--- config.mk ---
export PLATFORM = sky130hd
export DESIGN_NAME = ft245_responder
export DESIGN_NICKNAME = d
export VERILOG_FILES = /design/src/rtl/ft245_responder.sv
export SDC_FILE = /design/constraint.sdc
export NUM_CORES = 1
export LEC_CHECK = 0
export ABC_AREA = 1
export BUFFER_PORTS_ARGS = -buffer_cell sky130_fd_sc_hd__buf_2
export CAP_MARGIN = 5
export CORE_MARGIN = 2
export CORE_UTILIZATION = 61
export DETAILED_ROUTE_END_ITERATION = 12
export PLACE_DENSITY = 0.85
export SYNTH_ARGS = -nofsm -noshare
export SYNTH_HDL_FRONTEND = slang
export SYNTH_SLANG_ARGS = --single-unit
--- constraint.sdc ---
create_clock -name clk -period 3.4 [get_ports clk]
set_input_delay 0.17 -clock clk [delete_from_list [all_inputs] [get_ports clk]]
set_output_delay 0.17 -clock clk [all_outputs]
set_load 0.1 [all_outputs]
--- src/rtl/ft245_responder.sv ---
// ft245_responder: device-side FT245 async FIFO bus responder bridging host strobes to local byte streams
module ft245_responder #(
   parameter int DEPTH       = 16,
   parameter int INACTIVE    = 4,
   parameter int SYNC_STAGES = 2
) (
   input  logic                     clk,
   input  logic                     reset,
   input  logic                     ft_rd_n,
   input  logic                     ft_wr_n,
   input  logic [7:0]               ft_wdata,
   output logic [7:0]               ft_rdata,
   output logic                     ft_rdata_oe,
   output logic                     ft_rxf_n,
   output logic                     ft_txe_n,
   input  logic                     in_valid,
   input  logic [7:0]               in_data,
   output logic                     in_ready,
   output logic                     out_valid,
   output logic [7:0]               out_data,
   input  logic                     out_ready,
   output logic [$clog2(DEPTH):0]   rx_level,
   output logic [$clog2(DEPTH):0]   tx_level,
   output logic                     err_underrun,
   output logic                     err_overrun,
   input  logic                     err_clr
);
   localparam int AW = $clog2(DEPTH);
   localparam int CW = (INACTIVE > 1) ? $clog2(INACTIVE) : 1;
   localparam logic [AW:0] FULL_LVL = (AW+1)'(DEPTH);
   typedef enum logic [1:0] {R_IDLE, R_ACTIVE, R_RECOVER} rstate_t;
   typedef enum logic [1:0] {W_IDLE, W_ACTIVE, W_RECOVER} wstate_t;

   logic [SYNC_STAGES-1:0] rd_sync_q, wr_sync_q, vld_q;
   logic                   rd_prev_q, wr_prev_q, rd_arm_q, wr_arm_q;
   logic                   rd_s, wr_s, rd_fall, rd_rise, wr_fall, wr_rise;
   logic [7:0]             rx_mem [DEPTH];
   logic [7:0]             tx_mem [DEPTH];
   logic [AW:0]            rx_wp_q, rx_rp_q, tx_wp_q, tx_rp_q, rx_level_d;
   logic                   rx_empty, rx_full, tx_empty, tx_full;
   logic                   rx_push, rx_pop, tx_push, tx_pop, ur_set, ov_set;
   logic                   in_ready_q, rd_ur_q;
   rstate_t                rs_q;
   wstate_t                ws_q;
   logic [CW-1:0]          rcnt_q, wcnt_q;
   logic [7:0]             ft_rdata_q;
   logic                   ft_rdata_oe_q, ft_rxf_n_q, ft_txe_n_q, err_underrun_q, err_overrun_q;

   assign rd_s     = rd_sync_q[SYNC_STAGES-1];
   assign wr_s     = wr_sync_q[SYNC_STAGES-1];
   assign rd_fall  = rd_arm_q & rd_prev_q & ~rd_s;
   assign rd_rise  = rd_arm_q & ~rd_prev_q & rd_s;
   assign wr_fall  = wr_arm_q & wr_prev_q & ~wr_s;
   assign wr_rise  = wr_arm_q & ~wr_prev_q & wr_s;

   assign rx_level   = rx_wp_q - rx_rp_q;
   assign tx_level   = tx_wp_q - tx_rp_q;
   assign rx_empty   = rx_level == '0;
   assign rx_full    = rx_level == FULL_LVL;
   assign tx_empty   = tx_level == '0;
   assign tx_full    = tx_level == FULL_LVL;
   assign rx_push    = in_valid & in_ready_q;
   assign rx_pop     = (rs_q == R_ACTIVE) & rd_rise & ~rd_ur_q;
   assign ur_set     = (rs_q == R_IDLE) & rd_fall & ft_rxf_n_q;
   assign tx_push    = (ws_q == W_IDLE) & wr_fall & ~ft_txe_n_q;
   assign ov_set     = (ws_q == W_IDLE) & wr_fall & ft_txe_n_q;
   assign tx_pop     = out_valid & out_ready;
   assign rx_level_d = rx_level + (AW+1)'(rx_push) - (AW+1)'(rx_pop);

   assign in_ready     = in_ready_q;
   assign out_valid    = ~tx_empty;
   assign out_data     = tx_empty ? 8'h00 : tx_mem[tx_rp_q[AW-1:0]];
   assign ft_rdata     = ft_rdata_q;
   assign ft_rdata_oe  = ft_rdata_oe_q;
   assign ft_rxf_n     = ft_rxf_n_q;
   assign ft_txe_n     = ft_txe_n_q;
   assign err_underrun = err_underrun_q;
   assign err_overrun  = err_overrun_q;

   // Strobe synchronizers; a strobe arms only once a real post-reset sample of it reads high
   always_ff @(posedge clk or posedge reset) begin
      if (reset) begin
         rd_sync_q <= '1;
         wr_sync_q <= '1;
         vld_q     <= '0;
         rd_prev_q <= 1'b1;
         wr_prev_q <= 1'b1;
         rd_arm_q  <= 1'b0;
         wr_arm_q  <= 1'b0;
      end else begin
         rd_sync_q <= {rd_sync_q[SYNC_STAGES-2:0], ft_rd_n};
         wr_sync_q <= {wr_sync_q[SYNC_STAGES-2:0], ft_wr_n};
         vld_q     <= {vld_q[SYNC_STAGES-2:0], 1'b1};
         rd_prev_q <= rd_s;
         wr_prev_q <= wr_s;
         rd_arm_q  <= rd_arm_q | (vld_q[SYNC_STAGES-1] & rd_s);
         wr_arm_q  <= wr_arm_q | (vld_q[SYNC_STAGES-1] & wr_s);
      end
   end

   // FIFO storage, no reset needed since occupancy gates every read
   always_ff @(posedge clk) begin
      if (rx_push) rx_mem[rx_wp_q[AW-1:0]] <= in_data;
      if (tx_push) tx_mem[tx_wp_q[AW-1:0]] <= ft_wdata;
   end

   // FIFO pointers with wrap bit, and registered in_ready from next occupancy
   always_ff @(posedge clk or posedge reset) begin
      if (reset) begin
         rx_wp_q    <= '0;
         rx_rp_q    <= '0;
         tx_wp_q    <= '0;
         tx_rp_q    <= '0;
         in_ready_q <= 1'b0;
      end else begin
         rx_wp_q    <= rx_wp_q + (AW+1)'(rx_push);
         rx_rp_q    <= rx_rp_q + (AW+1)'(rx_pop);
         tx_wp_q    <= tx_wp_q + (AW+1)'(tx_push);
         tx_rp_q    <= tx_rp_q + (AW+1)'(tx_pop);
         in_ready_q <= rx_level_d != FULL_LVL;
      end
   end

   // Read FSM: latch head on fall, pop on rise, then hold rxf_n high through recovery
   always_ff @(posedge clk or posedge reset) begin
      if (reset) begin
         rs_q           <= R_IDLE;
         rcnt_q         <= '0;
         ft_rdata_q     <= 8'h00;
         ft_rdata_oe_q  <= 1'b0;
         ft_rxf_n_q     <= 1'b1;
         rd_ur_q        <= 1'b0;
         err_underrun_q <= 1'b0;
      end else begin
         err_underrun_q <= ur_set | (err_underrun_q & ~err_clr);
         case (rs_q)
            R_IDLE: begin
               ft_rxf_n_q <= rx_empty;
               if (rd_fall) begin
                  rs_q          <= R_ACTIVE;
                  ft_rxf_n_q    <= 1'b1;
                  ft_rdata_oe_q <= 1'b1;
                  rd_ur_q       <= ft_rxf_n_q;
                  if (!ft_rxf_n_q) ft_rdata_q <= rx_mem[rx_rp_q[AW-1:0]];
               end
            end
            R_ACTIVE: if (rd_rise) begin
               rs_q          <= R_RECOVER;
               ft_rdata_oe_q <= 1'b0;
               rcnt_q        <= '0;
            end
            R_RECOVER: begin
               rcnt_q <= rcnt_q + 1'b1;
               if (rcnt_q == CW'(INACTIVE-1)) rs_q <= R_IDLE;
            end
            default: rs_q <= R_IDLE;
         endcase
      end
   end

   // Write FSM: accept or drop on fall, hold txe_n high through strobe and recovery
   always_ff @(posedge clk or posedge reset) begin
      if (reset) begin
         ws_q          <= W_IDLE;
         wcnt_q        <= '0;
         ft_txe_n_q    <= 1'b1;
         err_overrun_q <= 1'b0;
      end else begin
         err_overrun_q <= ov_set | (err_overrun_q & ~err_clr);
         case (ws_q)
            W_IDLE: begin
               ft_txe_n_q <= tx_full;
               if (wr_fall) begin
                  ws_q       <= W_ACTIVE;
                  ft_txe_n_q <= 1'b1;
               end
            end
            W_ACTIVE: if (wr_rise) begin
               ws_q   <= W_RECOVER;
               wcnt_q <= '0;
            end
            W_RECOVER: begin
               wcnt_q <= wcnt_q + 1'b1;
               if (wcnt_q == CW'(INACTIVE-1)) ws_q <= W_IDLE;
            end
            default: ws_q <= W_IDLE;
         endcase
      end
   end
endmodule

Yosys cells after proc, flatten, opt, wreduce, memory -nomap -nowiden:

Memory sizes are Yosys's and may differ from the RTL's. A register that Yosys moved wholly into a read port is not among the register bits.
Cells that the tools add are included.
W data, S select, Z words.

* register bits: 45
* RAM bits: 256
* input bits: 23
* output and inout bits: 33
* logic and storage cells: 118
* memories kept: 2

Memory list
* rx_mem: depth 16, bits a word 8, rd ports 1, clocked after Yosys merged registers in 1, wr ports 1, line 37 `logic [7:0] rx_mem [DEPTH];`
* tx_mem: depth 16, bits a word 8, rd ports 1, clocked after Yosys merged registers in 0, wr ports 1, line 38 `logic [7:0] tx_mem [DEPTH];`

* $add $sub $neg: 10
* eq/ne operators: 14
* mux-type cells: 22
* bitwise operators: 34
* reductions and logical operators: 14

Operators by type and width (count)
* $add A5 B1 Y5: 5
* $and A1 B1 Y1: 21
* $mux W2: 8
* $ne A2 B2 Y1 const B: 6
* $pmux W2 S3: 2
* $reduce_and A3 Y1: 4
* $logic_not A5 Y1: 2
* $sub A5 B5 Y5: 2
* $not A1 Y1: 9
* $eq A2 B2 Y1 const B: 4
* $mux W1: 8
* $mux W8: 1
* $pmux W2 S2: 2
* $reduce_and A2 Y1: 3
* $reduce_bool A2 Y1: 3
* $eq A5 B5 Y1 const B: 1
* $ne A5 B5 Y1 const B: 1
* $sub A5 B1 Y5: 1
* $add A2 B1 Y2 const B: 2
* $eq A2 B1 Y1 const B: 2
* $logic_not A2 Y1: 2
* $or A1 B1 Y1: 4
* $pmux W1 S2: 1

Depth between registers and ports, before layout:

Gate-level depths: netlist (run 1).

* depth after elaboration: 7
* gate-level depth with buffers: 16
* mapped depth without buffers: 16

Worst setup path before layout (run 1):

OpenSTA, ideal clock, no wires.

* path kind: register -> output
* start: reg tx_rp_q[1]
* end: out out_data[0]
* arrival time: 5.089 ns
* data required time: 3.230 ns
* path slack: -1.859 ns
* stages on the path, launching flop included: 10
* buffers on the path: 2
* cells stage by stage: dfrtp_1 -> buf_2 -> inv_1 -> buf_2 -> fa_1 -> xor2_1 -> nor3_1 -> nand4_1 -> inv_2 -> nor2_1

* word-level cells in the longest chain between the ends: 3
* elaborated cells between the ends (all ways): 4
* those cells by class: 1 x add/sub; 1 x mux; 1 x reduce/logical; 1 x memory

RTL lines
* start, declared: line 39 `logic [AW:0] rx_wp_q, rx_rp_q, tx_wp_q, tx_rp_q, rx_level_d;`
* start signal, assigned: line 119 `tx_rp_q <= tx_rp_q + (AW+1)'(tx_pop);`
* $sub A5 B5 Y5: line 57 `assign tx_level = tx_wp_q - tx_rp_q;`
* net tx_level[2]: line 23 `output logic [$clog2(DEPTH):0] tx_level,`
* $logic_not A5 Y1: line 60 `assign tx_empty = tx_level == '0;`
* $mux W8: line 72 `assign out_data = tx_empty ? 8'h00 : tx_mem[tx_rp_q[AW-1:0]];`
* end, declared: line 20 `output logic [7:0] out_data,`

The timed path passes the listed nets, and every way through them passes these cells.

Worst setup path after layout (run 1):

* start: reg tx_rp_q[0]
* end: out out_data[6]

* word-level cells in the longest chain between the ends: 3
* elaborated cells between the ends (all ways): 4
* those cells by class: 1 x add/sub; 1 x mux; 1 x reduce/logical; 1 x memory

RTL lines (line)
* $sub A5 B5 Y5: 57
* $logic_not A5 Y1: 60
* $mux W8 (*): 72

Every way passes the cells marked *; elsewhere a longest branch is shown, timed or not.

==> impl_metrics.csv, run 1 <==
group,metric,value,unit
route,finalWirelength,30600,um
placed_design,portBuffers,55,
die,die_w,151,um
final_layout,area.growth.synth_to_final,13.2,%
worst_setup_path,crit_type,"register to output pin",
cts,clk_latency,0.56,ns
cts,clk_path_buf_depth,3,
grt,antenna_found_initial,0,
route,dr.first_iter.drc_count,1113,
yosys,ys.flop_type,"edfxtp_1",
sta,min_period,3.19,ns
yosys,synth_most_common_cell,"nand2_1",
die,initial_utilization,62.4,%
sta,max_slew_margin,29.4,%
sta,setup_viol,0,
cts,clk_pin_slew,0.06,ns
die,rows,53,
grt,grt_pass1_vias,8969,
yosys,ys_ff_latch,309,
cts,clock-sinks,309,
cts,cts_tree,"yes",
min_path,hold_path.class,"input pin to register",
placed_design,place.detailed.hpwl,18100,um
yosys,syn_area,13200,sq um
yosys,synth_edf_count,256,
yosys,yosys.area.top_type_share,58.4,%
cts,cts_root_buffer,"clkbuf_16",
yosys,yosysSeqAreaShare,68.6,%
sta,slew_viol_final,0,
cts,cts_made_buffers,30,
route,via_count,9014,
worst_setup_path,worstRegToRegCells,15,
yosys,synth_area_leader_cell,"edfxtp_1",
yosys,yosys-top-cells-count,"nand2_1 (302), edfxtp_1 (256), nand3_1 (172)",
worst_setup_path,crit_arrival,3.02,ns
die,fp.dieH,151,um
final_layout,n_antenna_cell,0,
placed_design,gp_congestion,0.875,
route,vias_per_cell,5.88,
grt,grt_pass1_wl,47500,um
worst_setup_path,crit_fanout,66,
placed_design,place_inst,1474,
grt,gr-total-overflow,0,
run_status,outcome,"complete, no violations",
final_layout,n_fill_cell,1362,
yosys,netlist_top_cells_area,"edfxtp_1 (58%), nand2_1 (8.6%), dfrtp_1 (8.6%)",
job,cap_violations,0,
sta,rsz0062_at_grt,"false",
route,wl_per_cell,20.0,um
worst_setup_path,end_kind,"output pin",
worst_setup_path,crit_required,3.23,ns
final_layout,final_nets,1284,
final_layout,drive_gt1_share,12.5,%
die,design.die.area,22800,sq um
cts,cts_max_level,1,
die,core_area,21100,sq um
yosys,yosys.cell_types.count,35,
sta,fmax,313,MHz
sta,tightest_slew,1.06,ns
yosys,synthArstFlopShare,17.2,%
yosys,postSynthAreaPerCell,11.2,sq um
yosys,netlist_instances,1178,
yosys,syn_nets,1227,
die,boundaryPins,56,
route,antenna_left,0,
final_layout,final_cells,1533,
sta,post-route-period-util,93.9,%
sta,clock_skew,0.0196,ns
grt,grt_max_degree,67,
min_path,whs_path_depth,1,
worst_setup_path,startpoint_type,"register",
yosys,synth_warnings,0,
sta,finalHoldViolCount,0,
route,drcViolationCount,0,
route,drt_pass1_iterations,5,
grt,grt_util_all_layers,27.4,%
[cells by family (layout without fill, tap and decap cells)]
kind of cell | Yosys count | in the layout | synth area share, %
compound gates | 72 | 72 | 2.77
xor+xnor | 17 | 17 | 1.13
fa+ha+maj | 26 | 26 | 2.64
buf+inv | 105 | 185 | 4.01
flops | 309 | 309 | 68.6
other cells | 1 | 1 | 0.0285
simple gates | 648 | 648 | 20.8
[critical path, cell delays in order (launching register included)]
cell	delay [ns]
dfrtp_2	0.40
buf_4	0.58
inv_2	0.26
buf_4	0.30
nand2_1	0.10
nand3_1	0.11
nand3_1	0.12
nand3_1	0.16
nand3_1	0.17
nor2_4	0.05
buf_12	0.16
[metal layers]
layer,track usage (%),part of all wire (%)
met4,10.7,3.8
met5,0,0
met1,35.3,37
met3,4.01,8.1
met2,47.5,51
[cell usage in the layout, fill, tap and decap left out, drive strengths merged]
master	n
conb	1
clkinvlp	1
or2	9
o21ai	55
dlygate4sd3	4
o22ai	1
dfrtp	45
a21oi	15
xor2	11
bufinv	7
nand2	303
xnor2	6
buf	66
nand3	172
nor3	6
nor2	155
dfstp	8
clkbuf	36
edfxtp	256
fa	3
nand4	3
inv	56
ha	23
clkinv	15
a21boi	1
[sequential cells by signal, indices dropped and copies added, names as in the netlist, 2 cells and up]
| register | cells |
|---|---|
| rd_sync_q | 2 |
| wcnt_q | 2 |
| ft_rdata | 8 |
| tx_wp_q | 5 |
| rx_wp_q | 5 |
| rx_mem | 128 |
| vld_q | 2 |
| ws_q | 2 |
| rx_rp_q | 5 |
| rcnt_q | 2 |
| tx_mem | 128 |
| wr_sync_q | 2 |
| tx_rp_q | 5 |
| rs_q | 2 |
[area by class of cell]
type / count / area (sq um) / share of cell area (%)
clock buffers: 36 / 773 / 5.19
clock inverters: 19 / 260 / 1.75
inverters: 60 / 241 / 1.62
multi-input cells: 764 / 3720 / 25.0
flip-flops and latches: 309 / 9030 / 60.6
well taps: 275 / 344 / 2.31
repair buffers: 70 / 518 / 3.48
[repair_timing]
item | in CTS | in global routing
gates resized for setup | 0 | 0
hold buffers | 4 | 0
endpoints found under the hold margin | 41 | 0
setup buffers | 0 | 0
[through the flow]
| step | setup WS (ns) | utilization, % | setup TNS, ns | hold WS (ns) | area [sq um] |
|---|---|---|---|---|---|
| after floorplan | -0.319 | - | -3.11 | 0.174 | 13300 |
| after global placement | 0.571 | 65.5 | 0 | 0.276 | 13800 |
| after detailed placement | 0.426 | 65.5 | 0 | 0.276 | 13800 |
| after CTS | 0.225 | 70.6 | 0 | 0.00501 | 14900 |
| after global routing | 0.00936 | 70.6 | 0 | 0.0140 | 14900 |
| final | 0.209 | 70.6 | 0 | 0.0180 | 14900 |
[worst paths after layout]
kind                                        start                      end  slack (ns)
max                          tx_rp_q[0]$_DFF_PP0_              out_data[6]        0.21
min                                    in_data[0]   rx_mem[2][0]$_DFFE_PP_        0.02
max reg2reg                rd_sync_q[1]$_DFF_PP1_       in_ready$_DFF_PP0_        0.38
min reg2reg                    vld_q[0]$_DFF_PP0_       vld_q[1]$_DFF_PP0_        0.35
max in group asynchronous                   reset      wr_prev_q$_DFF_PP1_        2.21
min in group asynchronous                   reset  ft_rdata[0]$_DFFE_PP0P_        0.37
Power of run 1 is left out: the tool's default activity adds up to more than one toggle a clock period on the data nets, which glitch-free logic cannot reach.
==> run 2: changes to the inputs <==
Settings changed: ABC_AREA 1 to 0, CORE_MARGIN 2 to 5.
==> run 2 against run 1 <==
Compared with the run above: via count fell by 29%; setup slack got worse by 0.080 ns; clock skew down 0.0033 ns; maximum frequency shrank 2.4%; die area increased by 2.7%; core utilization is 1.1 points higher; area after synthesis fell by 5.3%; cell count down 32%; critical path depth up 3; critical path type is now register to register; critical endpoint is now in_ready$_DFF_PP0_.
==> impl_metrics.csv, run 2 <==
group,metric,value,unit
yosys,syn_area,12500,sq um
worst_setup_path,rr_endpoint,"in_ready$_DFF_PP0_",
route,antenna_left,0,
yosys,synth_area_leader_cell,"edfxtp_1",
cts,cts_root_buffer,"clkbuf_16",
yosys,synthArstFlopShare,17.2,%
worst_setup_path,r2r_start,"rd_sync_q[1]$_DFF_PP1_",
sta,finalHoldViolCount,0,
sta,fmax,306,MHz
worst_setup_path,startpoint_type,"register",
grt,gr-total-overflow,0,
die,die_w,153,um
worst_setup_path,end_kind,"register",
placed_design,place.detailed.hpwl,16700,um
yosys,netlist_instances,645,
sta,min_period,3.27,ns
final_layout,area.growth.synth_to_final,16.1,%
die,fp.dieH,153,um
cts,cts_max_level,1,
die,core_area,20200,sq um
yosys,syn_nets,694,
die,initial_utilization,61.7,%
run_status,outcome,"complete, no violations",
cts,cts_tree,"yes",
cts,clk_latency,0.54,ns
route,drt_pass1_iterations,5,
final_layout,n_antenna_cell,0,
yosys,synth_warnings,0,
grt,antenna_found_initial,0,
route,wl_per_cell,25.7,um
sta,slew_viol_final,0,
route,vias_per_cell,6.20,
sta,post-route-period-util,96.2,%
cts,cts_made_buffers,30,
placed_design,portBuffers,55,
grt,grt_max_degree,54,
sta,clock_skew,0.0163,ns
die,boundaryPins,56,
sta,rsz0062_at_grt,"false",
sta,max_slew_margin,27.0,%
final_layout,fin_util,71.7,%
yosys,synth_most_common_cell,"edfxtp_1",
placed_design,gp_congestion,0.799,
cts,clk_pin_slew,0.07,ns
route,finalWirelength,26700,um
yosys,postSynthAreaPerCell,19.3,sq um
route,dr.first_iter.drc_count,607,
route,via_count,6426,
die,rows,52,
yosys,yosys.area.top_type_share,61.7,%
worst_setup_path,crit_fanout,5,
sta,tightest_slew,1.09,ns
yosys,yosys.cell_types.count,38,
grt,grt_util_all_layers,23.4,%
yosys,ys.flop_type,"edfxtp_1",
worst_setup_path,crit_type,"register to register",
die,design.die.area,23400,sq um
job,cap_violations,0,
sta,setup_viol,0,
cts,clock-sinks,309,
min_path,hold_path.class,"input pin to register",
yosys,yosys-top-cells-count,"edfxtp_1 (256), mux4_2 (80), dfrtp_1 (45)",
final_layout,layout_common_cells,"edfxtp_1 (256), mux4_2 (80), buf_2 (47)",
final_layout,final_nets,792,
final_layout,final_common_cell,"edfxtp_1",
worst_setup_path,crit_end,"in_ready$_DFF_PP0_",
grt,grt_pass1_wl,42000,um
worst_setup_path,worstRegToRegCells,13,
yosys,ys_ff_latch,309,
worst_setup_path,r2r_slack,0.13,ns
route,drcViolationCount,0,
grt,grt_pass1_vias,6936,
worst_setup_path,critical_path.startpoint,"rd_sync_q[1]$_DFF_PP1_",
yosys,netlist_top_cells_area,"edfxtp_1 (62%), mux4_2 (14%), dfrtp_1 (9.0%)",
cts,clk_path_buf_depth,3,
worst_setup_path,crit_arrival,3.72,ns
yosys,yosysSeqAreaShare,72.5,%
worst_setup_path,crit_required,3.85,ns
final_layout,drive_gt1_share,33.8,%
yosys,synth_edf_count,256,
run 2: cell types whose count changed after synthesis, moves of 26 or more:
| cell | change |
|---|---|
| inv_1 | -26 |
| mux4_2 | +80 |
| nand2_1 | -288 |
| nand3_1 | -157 |
| nor2_1 | -110 |
| o21ai_0 | -33 |
run 2: what timing repair did:
item,CTS,global route
setup endpoints to repair,11,9
hold endpoints to repair,75,0
gates resized for setup,4,12
buffers inserted,1,2
pin swaps,2,3
hold buffers,6,0
run 2: worst min path at each step:
stage | start | end | slack (ns) | cells after the start
after CTS | in_data[1] | rx_mem[9][1]$_DFFE_PP_ | 0.00009 | 1
after detailed placement | ft_rd_n | rd_sync_q[0]$_DFF_PP1_ | 0.28 | 1
final | ft_wdata[3] | tx_mem[3][3]$_DFFE_PP_ | 0.02 | 1
after global routing | ft_wdata[3] | tx_mem[0][3]$_DFFE_PP_ | 0.01 | 1
after floorplan | ft_rd_n | rd_sync_q[0]$_DFF_PP1_ | 0.17 | 0
after global placement | ft_wr_n | wr_sync_q[0]$_DFF_PP1_ | 0.28 | 1
run 2: worst max-delay path, stage by stage, from the launching register on:
cell	delay, ns
dfstp_2	0.57
inv_1	0.08
or3_4	0.41
nor3_4	0.16
ha_1	0.26
inv_1	0.06
ha_1	0.17
inv_1	0.07
fa_2	0.39
or3_4	0.38
a21oi_2	0.16
mux2i_2	0.11
and3_1	0.19
o211ai_1	0.15
run 2: kinds of logic (layout without fill, tap and decap cells):
kind of cell	count (synthesis)	count (layout)	synth area share, %
AOI/OAI and AO/OA	35	35	1.62
xor gates and xnor gates	25	25	1.82
adders and majority gates	26	26	2.79
buffers and inverters	53	175	1.78
DFF	309	309	72.5
muxes	91	91	15.4
other	1	1	0.0301
and+or+nand+nor	105	105	4.07
run 2: layout make-up:
type / instances / area [sq um]
inverters: 29 / 109
clock inverters: 20 / 234
flip-flops and latches: 309 / 9030
repair buffers: 90 / 586
multi-input cells: 283 / 3370
fillers: 1154 / 5720
clock buffers: 36 / 795
well taps: 270 / 338
run 2: per-layer routing:
metal / vias up / GRT usage [%] / wire length (um)
li1: 2732 / - / -
met1: 3325 / 29.5 / 9510
met2: 308 / 43.6 / 14900
met3: 61 / 3.11 / 1560
met4: 0 / 5.39 / 682
met5: - / 0 / 0
run 2: stage by stage:
step                cells  area [sq um]  setup slack [ns]  hold slack, ns  setup TNS, ns
floorplan             645         12600          0.000522           0.174              0
detailed placement    972         13300           -0.0712           0.276        -0.0712
finish               1037         14500             0.129          0.0152              0
CTS                  1035         14400            0.0303       0.0000941              0
global placement      972         13300             0.175           0.275              0
global route         1037         14500           0.00550         0.00962              0
Power of run 2 is left out for the same reason.
